**src/rtl/synth_pkg.sv**
```systemverilog
// Shared constants and types for the synth analysis blocks: widths, level
// states and the period-to-Hz saturation helper.
package synth_pkg;

  localparam int PERIOD_W = 20;
  localparam int FREQ_W   = 12;
  localparam int DIV_LAT  = 22;

  typedef enum logic [1:0] {
    LVL_UNK  = 2'd0,
    LVL_LOW  = 2'd1,
    LVL_HIGH = 2'd2
  } lvl_e;

  function automatic logic [FREQ_W-1:0] sat_freq(input logic [PERIOD_W-1:0] q);
    return (q > PERIOD_W'((1 << FREQ_W) - 1)) ? {FREQ_W{1'b1}} : q[FREQ_W-1:0];
  endfunction

endpackage

```
**src/rtl/udiv_serial.sv**
```systemverilog
// Restoring unsigned divider, one quotient bit per cycle. Start is accepted
// only while idle; done pulses for one cycle with the quotient valid.
module udiv_serial #(
  parameter int W = 20
) (
  input  logic         clk,
  input  logic         rst,
  input  logic         start,
  input  logic [W-1:0] dividend,
  input  logic [W-1:0] divisor,
  output logic         busy,
  output logic         done,
  output logic [W-1:0] quotient
);

  localparam int CW = $clog2(W + 1);

  logic [W-1:0]  quo_q, quo_d, dvs_q, dvs_d, rem_q, rem_d;
  logic [W:0]    shifted, trial;
  logic [CW-1:0] cnt_q, cnt_d;
  logic          busy_q, busy_d, done_q, done_d;

  always_comb begin
    quo_d   = quo_q;
    dvs_d   = dvs_q;
    rem_d   = rem_q;
    cnt_d   = cnt_q;
    busy_d  = busy_q;
    done_d  = 1'b0;
    shifted = {rem_q, quo_q[W-1]};
    trial   = shifted - {1'b0, dvs_q};
    if (busy_q) begin
      // Borrow out of the trial subtraction means the divisor did not fit.
      if (!trial[W]) begin
        rem_d = trial[W-1:0];
        quo_d = {quo_q[W-2:0], 1'b1};
      end else begin
        rem_d = shifted[W-1:0];
        quo_d = {quo_q[W-2:0], 1'b0};
      end
      cnt_d = cnt_q - CW'(1);
      if (cnt_q == CW'(1)) begin
        busy_d = 1'b0;
        done_d = 1'b1;
      end
    end else if (start) begin
      quo_d  = dividend;
      dvs_d  = divisor;
      rem_d  = '0;
      cnt_d  = CW'(W);
      busy_d = 1'b1;
    end
  end

  always_ff @(posedge clk) begin
    if (rst) begin
      quo_q  <= '0;
      dvs_q  <= '0;
      rem_q  <= '0;
      cnt_q  <= '0;
      busy_q <= 1'b0;
      done_q <= 1'b0;
    end else begin
      quo_q  <= quo_d;
      dvs_q  <= dvs_d;
      rem_q  <= rem_d;
      cnt_q  <= cnt_d;
      busy_q <= busy_d;
      done_q <= done_d;
    end
  end

  assign busy     = busy_q;
  assign done     = done_q;
  assign quotient = quo_q;

endmodule

```
**src/rtl/freq_detect.sv**
```systemverilog
// Pitch readback: hysteretic rising-edge detector, period counter and
// period-to-Hz conversion for the synth analysis path.
//   state     | meaning
//   LVL_UNK   | no level seen since reset
//   LVL_LOW   | last qualifying sample was <= -HYST
//   LVL_HIGH  | last qualifying sample was >= +HYST (LOW->HIGH is an edge)
module freq_detect
  import synth_pkg::*;
#(
  parameter int CLK_HZ     = 1_000_000,
  parameter int HYST       = 256,
  parameter int MAX_PERIOD = 1_000_000
) (
  input  logic              clk,
  input  logic              rst,
  input  logic [15:0]       sample,
  input  logic              sample_en,
  output logic [FREQ_W-1:0] freq,
  output logic              freq_valid,
  output logic              locked
);

  // Start cycle and output register surround the per-bit iterations.
  localparam int DivW = DIV_LAT - 2;
  localparam logic signed [15:0] HystPos = 16'(HYST);
  localparam logic signed [15:0] HystNeg = -HystPos;

  lvl_e                lvl_q, lvl_d;
  logic [PERIOD_W-1:0] cnt_q, cnt_d;
  logic [FREQ_W-1:0]   freq_q, freq_d;
  logic                armed_q, armed_d, lost_q, lost_d;
  logic                locked_q, locked_d, valid_q, valid_d;
  logic                is_high, is_low, edge_ev, at_max, tmo;
  logic                div_start, div_busy, div_done;
  logic [DivW-1:0]     div_quo;

  udiv_serial #(.W(DivW)) u_div (
    .clk      (clk),
    .rst      (rst),
    .start    (div_start),
    .dividend (DivW'(CLK_HZ)),
    .divisor  (cnt_q),
    .busy     (div_busy),
    .done     (div_done),
    .quotient (div_quo)
  );

  always_comb begin
    is_high   = $signed(sample) >= HystPos;
    is_low    = $signed(sample) <= HystNeg;
    edge_ev   = sample_en && (lvl_q == LVL_LOW) && is_high;
    at_max    = (cnt_q == PERIOD_W'(MAX_PERIOD));
    tmo       = at_max && !edge_ev && !lost_q;
    // An edge coinciding with the MAX_PERIOD hit only re-arms, like a first edge.
    div_start = edge_ev && armed_q && !at_max && !div_busy;

    lvl_d = lvl_q;
    if (sample_en) begin
      if (is_high)     lvl_d = LVL_HIGH;
      else if (is_low) lvl_d = LVL_LOW;
    end

    cnt_d   = cnt_q;
    armed_d = armed_q;
    lost_d  = lost_q;
    if (edge_ev) begin
      cnt_d   = PERIOD_W'(1);
      armed_d = 1'b1;
      lost_d  = 1'b0;
    end else begin
      if (!at_max) cnt_d = cnt_q + PERIOD_W'(1);
      if (tmo) begin
        armed_d = 1'b0;
        lost_d  = 1'b1;
      end
    end

    valid_d  = div_done || tmo;
    freq_d   = freq_q;
    locked_d = locked_q;
    if (div_done) begin
      freq_d   = sat_freq(div_quo);
      locked_d = 1'b1;
    end
    if (tmo) begin
      freq_d   = '0;
      locked_d = 1'b0;
    end
  end

  always_ff @(posedge clk) begin
    if (rst) begin
      lvl_q    <= LVL_UNK;
      cnt_q    <= '0;
      armed_q  <= 1'b0;
      lost_q   <= 1'b0;
      freq_q   <= '0;
      valid_q  <= 1'b0;
      locked_q <= 1'b0;
    end else begin
      lvl_q    <= lvl_d;
      cnt_q    <= cnt_d;
      armed_q  <= armed_d;
      lost_q   <= lost_d;
      freq_q   <= freq_d;
      valid_q  <= valid_d;
      locked_q <= locked_d;
    end
  end

  assign freq       = freq_q;
  assign freq_valid = valid_q;
  assign locked     = locked_q;

endmodule

```
**config.mk**
```make
export PLATFORM = sky130hd
export DESIGN_NAME = freq_detect
export DESIGN_NICKNAME = d
export VERILOG_FILES = /design/src/rtl/synth_pkg.sv /design/src/rtl/udiv_serial.sv /design/src/rtl/freq_detect.sv
export SDC_FILE = /design/constraint.sdc
export NUM_CORES = 1
export LEC_CHECK = 0
export BUFFER_PORTS_ARGS = -buffer_cell sky130_fd_sc_hd__buf_2
export CAP_MARGIN = 20
export CELL_PAD_IN_SITES_DETAIL_PLACEMENT = 1
export CELL_PAD_IN_SITES_GLOBAL_PLACEMENT = 1
export CORE_MARGIN = 5
export CORE_UTILIZATION = 46
export DETAILED_ROUTE_END_ITERATION = 12
export GPL_ROUTABILITY_DRIVEN = 0
export GPL_TIMING_DRIVEN = 0
export PLACE_DENSITY = 0.89
export RECOVER_POWER = 25
export SLEW_MARGIN = 20
export SYNTH_ARGS = -nofsm -noshare
export SYNTH_HDL_FRONTEND = slang
export SYNTH_HIERARCHICAL = 1
export SYNTH_SLANG_ARGS = --single-unit
```
**constraint.sdc**
```tcl
create_clock -name clk -period 3.6 [get_ports clk]
set_input_delay 0.54 -clock clk [delete_from_list [all_inputs] [get_ports clk]]
set_output_delay 0.54 -clock clk [all_outputs]
set_load 0.01 [all_outputs]
```
==> metrics.md <==
| Metric | Value |
|---|---|
| Final critical-path required period | `3.14 ns` |
| Die width | `122 µm` |
| Fraction of layout cells with a size suffix above 1 | `0.0890` |
| Synth warn | `6` |
| H-Tree Depth | `3` |
| Maximum VDD drop | `0.304 mV` |
| Post-CTS setup buffers | `0` |
| Cts repair resizes | `0` |
| Worst path bufs/invs | `4` |
| Clock Root Buffer | `clkbuf_16` |
| Final nets | `803` |
| DR iter-0 viols | `189` |
| Nature of the critical path startpoint | `flip-flop` |
| Run status | `finished, final reports clean` |
| WL final | `15.9 mm` |
| Number of global-route vias before repair | `5547` |
| Area delta synth->final | `12.6%` |
| Cell Chain, Critical Path | `inv_1 -> ha_1 -> nor4bb_1 -> nand2_1 -> o21ai_0 -> nor3b_1 -> clkbuf_1 -> nor2_1 -> inv_1 -> nor2_1 -> clkbuf_1 -> nand2_1 -> o211ai_1` |
| Syn avg cell area | `8.31 µm²` |
| Cells after Synth | `698` |
| Maxcap violations | `0` |
| Clock buffer count from CTS | `9` |
| Critical-path maximum fanout | `10` |
| Worst hold-check path type | `flip-flop to flip-flop` |
| Drt via density | `5.56` |
| Total gr overflow | `0` |
| Crit end category | `flip-flop` |
| Ys async rst share | `0` |
| Largest net degree at the start of global routing | `22` |
| Tcrit/Tclk final | `0.873` |
| CP delay by family, top | `simple AND/OR/NAND/NOR gates` |
| Initial Util | `0.465` |
| Initial antenna violation count | `0` |
| DP Wirelength | `11.9 mm` |
| PD cells | `351 mW/mm²` |
| Leak | `2.52 nW` |
| Diodes inserted | `0` |
| Worst-path clk slew | `0.08 ns` |
| Final Max Tran Viols | `0` |
| Critical-path top delay cell | `clkbuf_1` |
| Post-synthesis sequential area ratio | `0.362` |
| Die area | `0.0150 mm²` |
| Post-synth EDFFs | `0` |
| DIE HEIGHT | `122 µm` |
| Tightest Pin Transition | `0.727 ns` |
| CP peak stage delay | `0.44 ns` |
| Fin Setup TNS | `0 ns` |
| Fmax | `318 MHz` |
| Standard-cell row count | `41` |
| Layout fillers | `1551` |
| Most frequent cells in the layout | `dfxtp_1, nand2_1, a21oi_1` |
| CP Class | `flip-flop to flip-flop` |
| First-pass DRT Iterations | `4` |
| Final ANT Viol Nets | `0` |
| Clk buf depth | `2` |
| DR DRC count | `0` |
| FF+latch count, synth | `105` |
| Global-route wire length before repair | `26.9 mm` |
| CTS tree | `yes` |
| Ports | `33` |
| Hold WS | `0.460 ns` |
| Ys flop type | `dfxtp_1` |
| Commonest non-fill, non-tap cell in the layout | `dfxtp_1` |
| Critical Path RT | `3.87 ns` |
| Endpoints failing hold | `0` |
| Core area | `0.0125 mm²` |
| Via count | `5208` |
| Clock sink count | `105` |
| Routed wire per std cell | `17.0 µm` |
| RSZ-0062 raised after global routing | `false` |
| Final setup fails | `0` |
| Skew-Pair Late Insertion Delay | `0.35 ns` |
| Crit path arrival time | `3.42 ns` |
| Fin Clk Skew | `0.0106 ns` |
| Post-CTS Hold Fix Bufs | `0` |
| Port Buffers | `32` |
| GR Util All Layers | `0.223` |
| Mapped Area | `0.00580 mm²` |
| Slew Limit Headroom | `0.515` |
| Synth unique cells | `71` |
==> state kept, by name (all words and copies together) (netlist names), 2 cells and up <==
signal / cells
u_div/rem_q: 20
u_div/quotient: 20
freq: 12
u_div/cnt_q: 5
cnt_q: 20
lvl_q: 2
u_div/dvs_q: 20
==> routing by layer <==
layer | vias to the layer above | track usage | wire (µm)
li1 | 2581 | - | -
met1 | 2529 | 0.271 | 7090
met2 | 76 | 0.400 | 8190
met3 | 22 | 0.0424 | 374
met4 | 0 | 0.0665 | 252
met5 | - | 0 | 0
==> where the power goes <==
| group | leakage [nW] | switching, W | total (W) | internal [W] |
|---|---|---|---|---|
| clock network | 0.160 | 0.000490 | 0.00106 | 0.000566 |
| logic | 1.52 | 0.0000413 | 0.0000637 | 0.0000224 |
| registers | 0.846 | 0.00000638 | 0.00117 | 0.00116 |
==> cell usage after synthesis, types with 8 or more instances <==
| master | n | share of area |
|---|---|---|
| buf_1 | 8 | 0.0052 |
| nor2_1 | 75 | 0.049 |
| a21o_1 | 9 | 0.012 |
| xor2_1 | 16 | 0.024 |
| mux2i_1 | 33 | 0.057 |
| o21ai_1 | 19 | 0.016 |
| nand2_1 | 87 | 0.056 |
| o221a_2 | 12 | 0.023 |
| dfxtp_1 | 105 | 0.36 |
| a21oi_1 | 78 | 0.067 |
| nand3_1 | 10 | 0.0086 |
| nor3_1 | 10 | 0.0086 |
| clkbuf_1 | 16 | 0.010 |
| nand4_1 | 15 | 0.016 |
| inv_1 | 35 | 0.023 |
| ha_1 | 24 | 0.052 |
| o21ai_0 | 12 | 0.010 |
==> area by class of cell <==
type	count	area, µm²	area share
multi-input combinational	543	3450	0.529
sequential	105	2100	0.322
clock buffer	9	225	0.0345
tap	172	215	0.0330
buffer	33	154	0.0236
timing repair buffer	32	143	0.0218
inverter	35	131	0.0201
clock inverter	7	108	0.0165
==> logic make-up (layout without fill, tap and decap cells) <==
kind of cell / count (synthesis) / count (layout) / synth area share
DFF: 105 / 105 / 0.362
buffers and inverters: 68 / 116 / 0.0507
muxes: 34 / 34 / 0.0608
AOI/OAI and AO/OA: 182 / 182 / 0.211
other: 2 / 20 / 0.00129
xor gates and xnor gates: 23 / 23 / 0.0347
and+or+nand+nor: 259 / 259 / 0.224
adders and majority gates: 25 / 25 / 0.0552
==> worst min-delay path, cell delays in order, from the launching register on <==
cell     delay (ns)
dfxtp_1        0.31
nand2_1        0.05
a21oi_1        0.05
==> path summary, 6_finish.rpt <==
kind	slack, ns	from	cells after the start	endpoint
max	0.46	cnt_q[0]	13	u_div/rem_q[15]
min reg2reg	0.46	u_div/dvs_q[19]	2	u_div/dvs_q[19]
min	0.46	u_div/dvs_q[19]	2	u_div/dvs_q[19]
max reg2reg	0.46	cnt_q[0]	13	u_div/rem_q[15]
==> per-stage QoR <==
step / cell area [µm²] / setup slack (ns) / util / std cells / total power, W
after floorplan: 5870 / 1.04 / - / 716 / 0.00123
after detailed placement: 6240 / 0.377 / 0.501 / 920 / 0.00126
after CTS: 6580 / 0.449 / 0.527 / 936 / 0.00232
after global placement: 6240 / 0.463 / 0.501 / 920 / 0.00126
final: 6530 / 0.456 / 0.524 / 936 / 0.00229
after global routing: 6530 / 0.133 / 0.524 / 936 / 0.00237
(Power assumes the default switching activity.)
